`src/rtl/sccb_config_sequencer_pkg.sv`:
```
// sccb_cfg_pkg: shared states, SCCB constants and helpers for the config sequencer (SCCB_SOFT_RESET_EN adds soft-reset states)
package sccb_cfg_pkg;
  localparam logic [7:0] SCCB_END_MARKER = 8'hFF;
  localparam logic [7:0] COM7_ADDR       = 8'h12;
  localparam logic [7:0] COM7_RESET      = 8'h80;
  localparam int         ACCEPT_TIMEOUT  = 4;

  typedef enum logic [3:0] {
    S_IDLE,
    S_PWRUP,
`ifdef SCCB_SOFT_RESET_EN
    S_SRST_ID,
    S_SRST_REG,
    S_SRST_VAL,
    S_SRST_WAIT,
`endif
    S_FETCH,
    S_ID,
    S_REG,
    S_VAL,
    S_GAP,
    S_SYNC,
    S_DONE
  } seq_state_t;

  typedef enum logic [1:0] {
    I_IDLE,
    I_ACC,
    I_BUSY
  } iss_phase_t;

  function automatic int unsigned max3(input int unsigned a, input int unsigned b, input int unsigned c);
    int unsigned m;
    m = (a > b) ? a : b;
    return (m > c) ? m : c;
  endfunction
endpackage

```
`src/rtl/sccb_byte_issuer.sv`:
```
// sccb_byte_issuer: one-byte strobe/accept/done handshake with the I2C byte engine, re-strobing on accept timeout
module sccb_byte_issuer
  import sccb_cfg_pkg::*;
(
  input  logic clk,
  input  logic reset,
  input  logic req,
  input  logic byte_busy,
  output logic strobe,
  output logic done
);
  iss_phase_t phase_q, phase_d;
  logic [2:0] cnt_q, cnt_d;

  // Strobe only into an idle engine; count cycles since strobe while waiting for accept
  always_comb begin
    phase_d = phase_q;
    cnt_d   = cnt_q;
    strobe  = 1'b0;
    done    = 1'b0;
    case (phase_q)
      I_IDLE: if (req && !byte_busy) begin
        strobe  = 1'b1;
        phase_d = I_ACC;
        cnt_d   = 3'd1;
      end
      I_ACC: if (byte_busy) begin
        phase_d = I_BUSY;
      end else if (cnt_q == 3'(ACCEPT_TIMEOUT)) begin
        strobe = 1'b1;
        cnt_d  = 3'd1;
      end else begin
        cnt_d = cnt_q + 3'd1;
      end
      I_BUSY: if (!byte_busy) begin
        done    = 1'b1;
        phase_d = I_IDLE;
      end
      default: phase_d = I_IDLE;
    endcase
  end

  // Handshake phase and accept-timeout counter
  always_ff @(posedge clk or negedge reset) begin
    if (!reset) begin
      phase_q <= I_IDLE;
      cnt_q   <= '0;
    end else begin
      phase_q <= phase_d;
      cnt_q   <= cnt_d;
    end
  end
endmodule

```
`src/rtl/sccb_config_sequencer.sv`:
```
// sccb_config_sequencer: camera bring-up (power-up wait, ROM table over SCCB, vsync-aligned capture enable); SCCB_SOFT_RESET_EN adds a COM7 soft reset first
module sccb_config_sequencer
  import sccb_cfg_pkg::*;
#(
  parameter int unsigned PWRUP_CYCLES    = 6_000_000,
  parameter int unsigned GAP_CYCLES      = 500,
  parameter int unsigned SOFT_RST_CYCLES = 50_000,
  parameter int unsigned ROM_AW          = 6,
  parameter logic [7:0]  DEV_ADDR        = 8'h42
) (
  input  logic              clk,
  input  logic              reset,
  input  logic              start,
  output logic [ROM_AW-1:0] rom_addr,
  input  logic [15:0]       rom_data,
  output logic              byte_strobe,
  output logic [7:0]        byte_data,
  output logic              byte_last,
  input  logic              byte_busy,
  input  logic              vsync,
  output logic              cfg_busy,
  output logic              cfg_done,
  output logic              capture_en,
  output logic [ROM_AW:0]   write_count
);
  localparam int unsigned MAX_CYC = max3(PWRUP_CYCLES, GAP_CYCLES, SOFT_RST_CYCLES);
  localparam int          CW      = $clog2(MAX_CYC) + 1;

  seq_state_t        state_q, state_d;
  logic [CW-1:0]     dly_q, dly_d;
  logic [ROM_AW-1:0] rom_addr_q, rom_addr_d;
  logic [ROM_AW:0]   write_count_q, write_count_d;
  logic              capture_en_q, capture_en_d;
  logic [2:0]        vs_q, vs_d;
  logic              vs_fall, req, done;

  assign vs_d        = {vs_q[1:0], vsync};
  assign vs_fall     = vs_q[2] & ~vs_q[1];
  assign rom_addr    = rom_addr_q;
  assign write_count = write_count_q;
  assign capture_en  = capture_en_q;
  assign cfg_busy    = (state_q != S_IDLE) && (state_q != S_DONE);
  assign cfg_done    = (state_q == S_DONE);

  sccb_byte_issuer u_issuer (
    .clk       (clk),
    .reset     (reset),
    .req       (req),
    .byte_busy (byte_busy),
    .strobe    (byte_strobe),
    .done      (done)
  );

  // Byte to send is a pure function of state; rom_addr is frozen from FETCH through VAL so it holds through WAIT
  always_comb begin
    byte_data = 8'h00;
    byte_last = 1'b0;
    req       = 1'b0;
    case (state_q)
      S_ID:  begin byte_data = DEV_ADDR;       req = 1'b1; end
      S_REG: begin byte_data = rom_data[15:8]; req = 1'b1; end
      S_VAL: begin byte_data = rom_data[7:0];  req = 1'b1; byte_last = 1'b1; end
`ifdef SCCB_SOFT_RESET_EN
      S_SRST_ID:  begin byte_data = DEV_ADDR;   req = 1'b1; end
      S_SRST_REG: begin byte_data = COM7_ADDR;  req = 1'b1; end
      S_SRST_VAL: begin byte_data = COM7_RESET; req = 1'b1; byte_last = 1'b1; end
`endif
      default: ;
    endcase
  end

  // Sequencer next state; the delay counter free-runs down to 0 and is reloaded on entry to each timed state
  always_comb begin
    state_d       = state_q;
    dly_d         = (dly_q == '0) ? dly_q : dly_q - CW'(1);
    rom_addr_d    = rom_addr_q;
    write_count_d = write_count_q;
    capture_en_d  = capture_en_q;
    case (state_q)
      S_IDLE: begin
        state_d = S_PWRUP;
        dly_d   = CW'(PWRUP_CYCLES - 1);
      end
`ifdef SCCB_SOFT_RESET_EN
      S_PWRUP:    if (dly_q == '0) state_d = S_SRST_ID;
      S_SRST_ID:  if (done) state_d = S_SRST_REG;
      S_SRST_REG: if (done) state_d = S_SRST_VAL;
      S_SRST_VAL: if (done) begin
        state_d = S_SRST_WAIT;
        dly_d   = CW'(SOFT_RST_CYCLES - 1);
      end
      S_SRST_WAIT: if (dly_q == '0) state_d = S_FETCH;
`else
      S_PWRUP: if (dly_q == '0) state_d = S_FETCH;
`endif
      S_FETCH: state_d = (rom_data[15:8] == SCCB_END_MARKER || write_count_q[ROM_AW]) ? S_SYNC : S_ID;
      S_ID:    if (done) state_d = S_REG;
      S_REG:   if (done) state_d = S_VAL;
      S_VAL: if (done) begin
        state_d       = S_GAP;
        dly_d         = CW'(GAP_CYCLES - 1);
        rom_addr_d    = rom_addr_q + ROM_AW'(1);
        write_count_d = write_count_q[ROM_AW] ? write_count_q : write_count_q + (ROM_AW+1)'(1);
      end
      S_GAP: if (dly_q == '0) state_d = S_FETCH;
      S_SYNC: if (vs_fall) begin
        state_d      = S_DONE;
        capture_en_d = 1'b1;
      end
      S_DONE: if (start) begin
        state_d       = S_PWRUP;
        dly_d         = CW'(PWRUP_CYCLES - 1);
        capture_en_d  = 1'b0;
        rom_addr_d    = '0;
        write_count_d = '0;
      end
      default: state_d = S_IDLE;
    endcase
  end

  // Sequencer state, delay counter, table pointer, write count, capture enable and vsync synchroniser
  always_ff @(posedge clk or negedge reset) begin
    if (!reset) begin
      state_q       <= S_IDLE;
      dly_q         <= '0;
      rom_addr_q    <= '0;
      write_count_q <= '0;
      capture_en_q  <= 1'b0;
      vs_q          <= '0;
    end else begin
      state_q       <= state_d;
      dly_q         <= dly_d;
      rom_addr_q    <= rom_addr_d;
      write_count_q <= write_count_d;
      capture_en_q  <= capture_en_d;
      vs_q          <= vs_d;
    end
  end
endmodule

```
`config.mk`:
```
export PLATFORM = sky130hd
export DESIGN_NAME = sccb_config_sequencer
export DESIGN_NICKNAME = d
export VERILOG_FILES = /design/src/rtl/sccb_config_sequencer_pkg.sv /design/src/rtl/sccb_byte_issuer.sv /design/src/rtl/sccb_config_sequencer.sv
export SDC_FILE = /design/constraint.sdc
export NUM_CORES = 1
export LEC_CHECK = 0
export CAP_MARGIN = 20
export CORE_MARGIN = 5
export CORE_UTILIZATION = 50
export DETAILED_ROUTE_END_ITERATION = 8
export PLACE_DENSITY = 0.87
export SYNTH_ARGS = -nofsm -noshare
export SYNTH_HDL_FRONTEND = slang
export SYNTH_SLANG_ARGS = --single-unit
```
`constraint.sdc`:
```
create_clock -name clk -period 3.23 [get_ports clk]
set_input_delay 0.969 -clock clk [delete_from_list [all_inputs] [get_ports clk]]
set_output_delay 0.969 -clock clk [all_outputs]
set_load 0.05 [all_outputs]
```
-- Yosys cells after proc, flatten, opt, wreduce, memory -nomap -nowiden
Cells that the tools add are included.
- output and inout bits: 26
- bits in registers: 50
- logic and storage cells: 97
- equal/unequal tests: 24
- multiplexer cells: 39
- add/subtract/negate cells: 4
- reductions and logical operators: 19
- bitwise gates (word level): 2
- operators by type and width (operator ; count):
    24-bit 2-to-1 mux ; 3
    24-bit one-hot mux with 3 select lines ; 1
    4-bit one-hot mux with 8 select lines ; 1
    24-bit logical NOT ; 1
    4-bit 2-to-1 mux ; 6
    8-bit one-hot mux with 3 select lines ; 1
    24-bit by 1-bit subtractor with 24-bit output (second input constant) ; 1
    7-bit 2-to-1 mux ; 3
    2-bit != test (second input constant) ; 9
    4-bit by 3-bit equality test with 1-bit output (second input constant) ; 4
    7-bit one-hot mux with 2 select lines ; 1
    3-bit 2-to-1 mux ; 4
    6-bit 2-to-1 mux ; 2
    6-bit one-hot mux with 2 select lines ; 1
    3-bit AND reduction ; 4
    1-bit 2-to-1 mux ; 9
    4-bit by 2-bit equality test with 1-bit output (second input constant) ; 2
    8-bit equality test (second input constant) ; 1
    7-bit by 1-bit adder with 7-bit output (second input constant) ; 1
    6-bit by 1-bit adder with 6-bit output (second input constant) ; 1
    2-bit 2-to-1 mux ; 3
    2-bit one-hot mux with 3 select lines ; 1
    3-bit one-hot mux with 2 select lines ; 1
    6-bit AND reduction ; 1
    21 further kinds ; 26

-- Longest topological paths before layout
Gate-level depths: netlist (run 1).
- word-level depth: 6
- depth in mapped cells: 8
- depth with buffers taken out: 7

-- Modules after synthesis
Synthesis (run 1) repeated with hierarchy kept, for this count alone.
- cell total of the unflattened synthesis: 328
- area total of the unflattened synthesis: 2954.1 um^2
- by module, submodules not included (module ; cells each ; instances ; area an instance (um^2)):
    sccb_config_sequencer ; 302 ; 1 ; 2683.8
    sccb_byte_issuer ; 26 ; 1 ; 270.3

-- Worst setup path after synthesis (run 1)
No wires, ideal clock.
- kind: input port to output port
- start point: input byte_busy
- end point: output byte_strobe
- path slack: 0.291 ns
- stages: 3
- path buffers: 0
- data arrival time: 1.970 ns
- cell sequence: nor2_1 -> o21ai_1 -> a21oi_1
- longest elaborated chain between the ends: 4
- elaborated cells on any way between the ends: 5
- RTL lines (element ; line ; text):
    start: declaration ; sccb_config_sequencer.sv:19 ; input logic byte_busy,
    1-bit logical NOT ; n/a ;
    1-bit logical AND ; sccb_byte_issuer.sv:22 ; I_IDLE: if (req && !byte_busy) begin
    1-bit 2-to-1 mux ; sccb_byte_issuer.sv:22 ;
    1-bit one-hot mux with 2 select lines (*) ; sccb_byte_issuer.sv:21 ; case (phase_q)
    end: declaration ; sccb_config_sequencer.sv:16 ; output logic byte_strobe,
Every way passes the cells marked *; elsewhere a longest branch is shown, timed or not.

-- Worst setup path after layout (run 1)
- start point: register state_q[1]
- end point: output cfg_busy
- longest elaborated chain between the ends: 2
- elaborated cells on any way between the ends: 3
- RTL lines (element ; line ; text):
    start: declaration ; sccb_config_sequencer.sv:29 ; seq_state_t state_q, state_d;
    start signal: assignment ; sccb_config_sequencer.sv:131 ; state_q <= state_d;
    4-bit != test / 4-bit nonzero test (equally long branches) ; sccb_config_sequencer.sv:42 ; assign cfg_busy = (state_q != S_IDLE) && (state_q != S_DONE);
    1-bit logical AND (*) ; sccb_config_sequencer.sv:42 ;
    end: declaration ; sccb_config_sequencer.sv:21 ; output logic cfg_busy,
Marks and branches as above.

==> run summary, run 1 <==
====================================================================================================
Starting Density                                                                               51.2%
Worst reg2reg startpoint                                                                    dly_q[8]
Switching Share                                                                                21.2%
Overall die width                                                                            85.1 um
Final standard cell count with taps included and fillers excluded                                438
Final count of hold timing violations                                                              0
Fraction of synthesis flops using an asynchronous set or reset pin                              100%
Run status                                                                              finished clean
Crit. End Element                                                                       primary output
Total negative setup slack                                                                      0 ns
Placed Cells                                                                                     430
Post-synth top area share                                                                      44.3%
Internal cell power                                                                         0.884 mW
Crit share post-route                                                                          92.6%
Antenna-violating nets left                                                                        0
Leakage power of the design                                                                  1.54 nW
Global route overflow                                                                              0
Comb pwr share                                                                                  3.9%
Proportion of synthesized chip area in sequential cells                                        44.3%
Count of buffers inserted at the top-level ports                                                  46
Number of buffers between clock root and the deepest sink                                          2
Switching power                                                                             0.238 mW
Count of yosys warnings during synthesis                                                           0
Area enclosed by the die boundary                                                           7250 um2
Largest cells by area after synthesis                                                   dfrtp_1 44%, nor2_1 5.7%, xor2_1 4.3%, o21ai_0 4.3%, nand2_1 3.2%
Clock root buffer master                                                                    clkbuf_8
Overall routing resource usage                                                                 19.7%
CTS H-tree lvls                                                                                    2
Number of vias per cell                                                                         5.82
Count of max-cap constraint violations                                                             0
Total area of multi-input combinational cells                                               1480 um2
TritonRoute pass-1 iters                                                                           4
Number of inserted diodes                                                                          0
Top_reg_cell synth                                                                           dfrtp_1
Final critical path time including I/O delays and setup                                      2.99 ns
Launch instance of the worst min-delay path                                                  vs_q[0]
Count of pins over their slew limit                                                                0
Pwr Density                                                                               312 nW/um2
Number of violations reported at the end of detailed-routing iteration 0                         173
Gate count of the mapped netlist                                                                 314
Area of the core region                                                                     5510 um2
Number of unique standard cell types used by synthesis                                            50
Rows                                                                                              27
Layout overhead on the synthesized area                                                        27.4%
Launching element type of the critical path                                                     flop
Final setup vio count                                                                              0
Initial antenna violation count                                                                    0
Layout Skew                                                                               0.00789 ns
Path type of the worst min-delay path                                                        reg2reg
Part of the power in the clock network                                                         40.2%
Max FO, Critical Path                                                                             12
Detail-routed net length per standard cell                                                   15.6 um
Required time of the critical path                                                           2.26 ns
Slew HR                                                                                        51.8%
Routability congestion estimate from global placement                                          0.889
IR Drop Worst-Case VDD                                                                        209 uV
Worst setup path category                                                                    reg2out
Transition time at the pin with the least slew margin                                       0.722 ns
Mean cell area of the mapped netlist                                                        8.99 um2
Fraction of final layout cells sized beyond drive strength 1                                   9.84%
Sinks on the clock net                                                                            50
RSZ-0062 raised after global routing                                                           false
Nets@finish                                                                                      392
Cell type with the largest total area after synthesis                                        dfrtp_1
Sequential standard cell area                                                               1250 um2
Clock-pin slew reported for the worst setup and hold paths after clock tree synthesis        0.09 ns
Hold Buf Count CTS                                                                                 0
Io pins                                                                                           47
Vias in the first global route                                                                  2529
TritonCTS clock tree                                                                             yes
Count of fill cells added during filler insertion                                                438
Final HPWL DP                                                                                5010 um
Nets in the synthesized netlist                                                                  341
Startpoint of the worst setup timing path                                                 state_q[1]
Worst path arrival time                                                                      2.02 ns
Total DRC errors in the routed layout                                                              0
Total Power Consumption                                                                      1.12 mW
Via count of the routed design                                                                  2551
Total CTS buffers                                                                                  5
Max Freq                                                                                     334 MHz
Clock latency of the later-clocked register in the worst-skew pair                           0.31 ns
Wire length of the first global-routing pass                                                11600 um
EDFF count, synth                                                                                  0
Cell Area, Synth                                                                            2820 um2
Flop and latch count out of synthesis                                                             50
Share of power burned in registers                                                             55.9%
Largest net degree at the start of global routing                                                 27
Detailed Route WL                                                                            6850 um
Die height                                                                                   85.1 um
====================================================================================================
[final cells by class]
cell class	count	area share (%)
multi-input combinational	240	41.1
sequential	50	34.8
inverter	11	1.15
tap	72	2.51
clock inverter	3	1.22
timing repair buffer	57	17.3
clock buffer	5	1.92
[registers in the layout, summed over array words and instances (netlist names)]
name,flops
write_count,7
dly_q,24
rom_addr,6
u_issuer.cnt_q,3
u_issuer.phase_q,2
vs_q,3
capture_en,1
state_q,4
[cells in the final DEF, fill, tap and decap left out, types with 2 or more instances in the layout]
master / netlist / routed
buf_4: 0 / 13
a21o_1: 3 / 3
nand2_1: 24 / 24
clkdlybuf4s50_1: 0 / 34
mux2i_1: 6 / 6
nand3_1: 10 / 10
inv_1: 11 / 11
or4_1: 4 / 4
and3_1: 3 / 3
or3_1: 9 / 9
nor4b_1: 2 / 2
xnor2_1: 3 / 3
nand4_1: 9 / 9
o211ai_1: 2 / 2
dfrtp_1: 50 / 50
o21ai_1: 8 / 8
o311ai_1: 2 / 2
o31ai_1: 6 / 6
clkbuf_8: 0 / 5
a21oi_1: 8 / 8
a32oi_1: 3 / 3
nor2_1: 43 / 43
nand2b_1: 6 / 6
nor3_1: 8 / 7
ha_1: 6 / 6
buf_12: 0 / 9
nor2b_1: 5 / 5
nor4_1: 3 / 3
xor2_1: 14 / 14
or4b_1: 2 / 2
and2_1: 2 / 2
o21ai_0: 24 / 24
nand4b_1: 4 / 4
nor3b_1: 5 / 5
[per-layer routing]
| metal | part of all wire, % | vias to the layer above | global-route usage [%] |
|---|---|---|---|
| met5 | 0 | - | 0 |
| li1 | - | 1223 | - |
| met1 | 43 | 1246 | 25.2 |
| met4 | 1.7 | 0 | 8.63 |
| met2 | 49 | 71 | 31.9 |
| met3 | 6.7 | 11 | 4.66 |
[repair_timing]
item                       in CTS  in global routing
setup buffers                   0                  0
gates resized for setup         0                  1
setup endpoints to repair       0                  1
[kinds of logic (layout without fill, tap and decap cells)]
kind of cell	count (synthesis)	in the layout	share of synthesized area [%]
flip-flops	50	50	44.3
XOR/XNOR	17	17	5.28
adder cells (fa/ha/maj)	7	7	3.02
AO/OA/AOI/OAI	63	63	13.6
multiplexers	6	6	2.13
buffers and inverters	24	76	3.55
AND/OR/NAND/NOR	147	147	28.1
[stage by stage]
| step | hold slack [ns] | util [%] | cell area [um2] | setup WS [ns] |
|---|---|---|---|---|
| 2_1_floorplan | 0.331 | - | 2820 | 0.291 |
| 3_3_place_gp | 0.333 | 63.1 | 3480 | 0.275 |
| 3_5_place_dp | 0.337 | 63.1 | 3480 | 0.254 |
| 4_1_cts | 0.358 | 65.2 | 3590 | 0.106 |
| 5_1_grt | 0.373 | 65.3 | 3590 | 0.112 |
| 6_report | 0.357 | 65.3 | 3590 | 0.238 |
[critical path, cell delays in order, from the launching register on]
cell	delay [ns]
dfrtp_1	0.52
nor3_2	0.33
inv_1	0.13
clkdlybuf4s50_1	0.73
[final timing paths]
check / cells after the start / endpoint / slack (ns)
worst min-delay path: 0 / vs_q[1] / 0.36
max in group asynchronous: 2 / dly_q[4] / 2.34
worst min register to register: 0 / vs_q[1] / 0.36
worst max-delay path: 3 / cfg_busy / 0.24
worst max register to register: 6 / dly_q[7] / 0.61
min in group asynchronous: 2 / dly_q[15] / 0.64
[cell usage after synthesis (all sizes together) (2+ instances only)]
cell    number
nand4b       4
and3         3
o31ai        6
xnor2        3
o211ai       2
or4b         2
or2          2
and2         2
nand2       24
or4          5
ha           6
clkbuf       9
nor2b        5
nor3b        5
nor4         4
or3          9
nor2        43
nor4b        3
xor2        14
inv         11
nand4        9
o311ai       2
mux2i        6
a21o         3
o21ai       32
a32oi        3
buf          4
nand2b       6
nand3       10
dfrtp       50
a21oi        8
nor3         8
[power by group through the flow]
stage | Sequential [mW] | Combinational (mW) | Clock [mW]
floorplan | 0.640 | 0.00414 | 0
global placement | 0.640 | 0.0438 | 0
detailed placement | 0.640 | 0.0449 | 0
CTS | 0.628 | 0.0449 | 0.459
global route | 0.628 | 0.0489 | 0.489
finish | 0.628 | 0.0437 | 0.451
Note: power is estimated with default switching activity, not from simulation.
==> run 2: changes to the inputs <==
HOLD_SLACK_MARGIN = 0.05   (was not set)
==> results of run 2 <==
Final layout, timing and power as in run 1 (identical DEF).
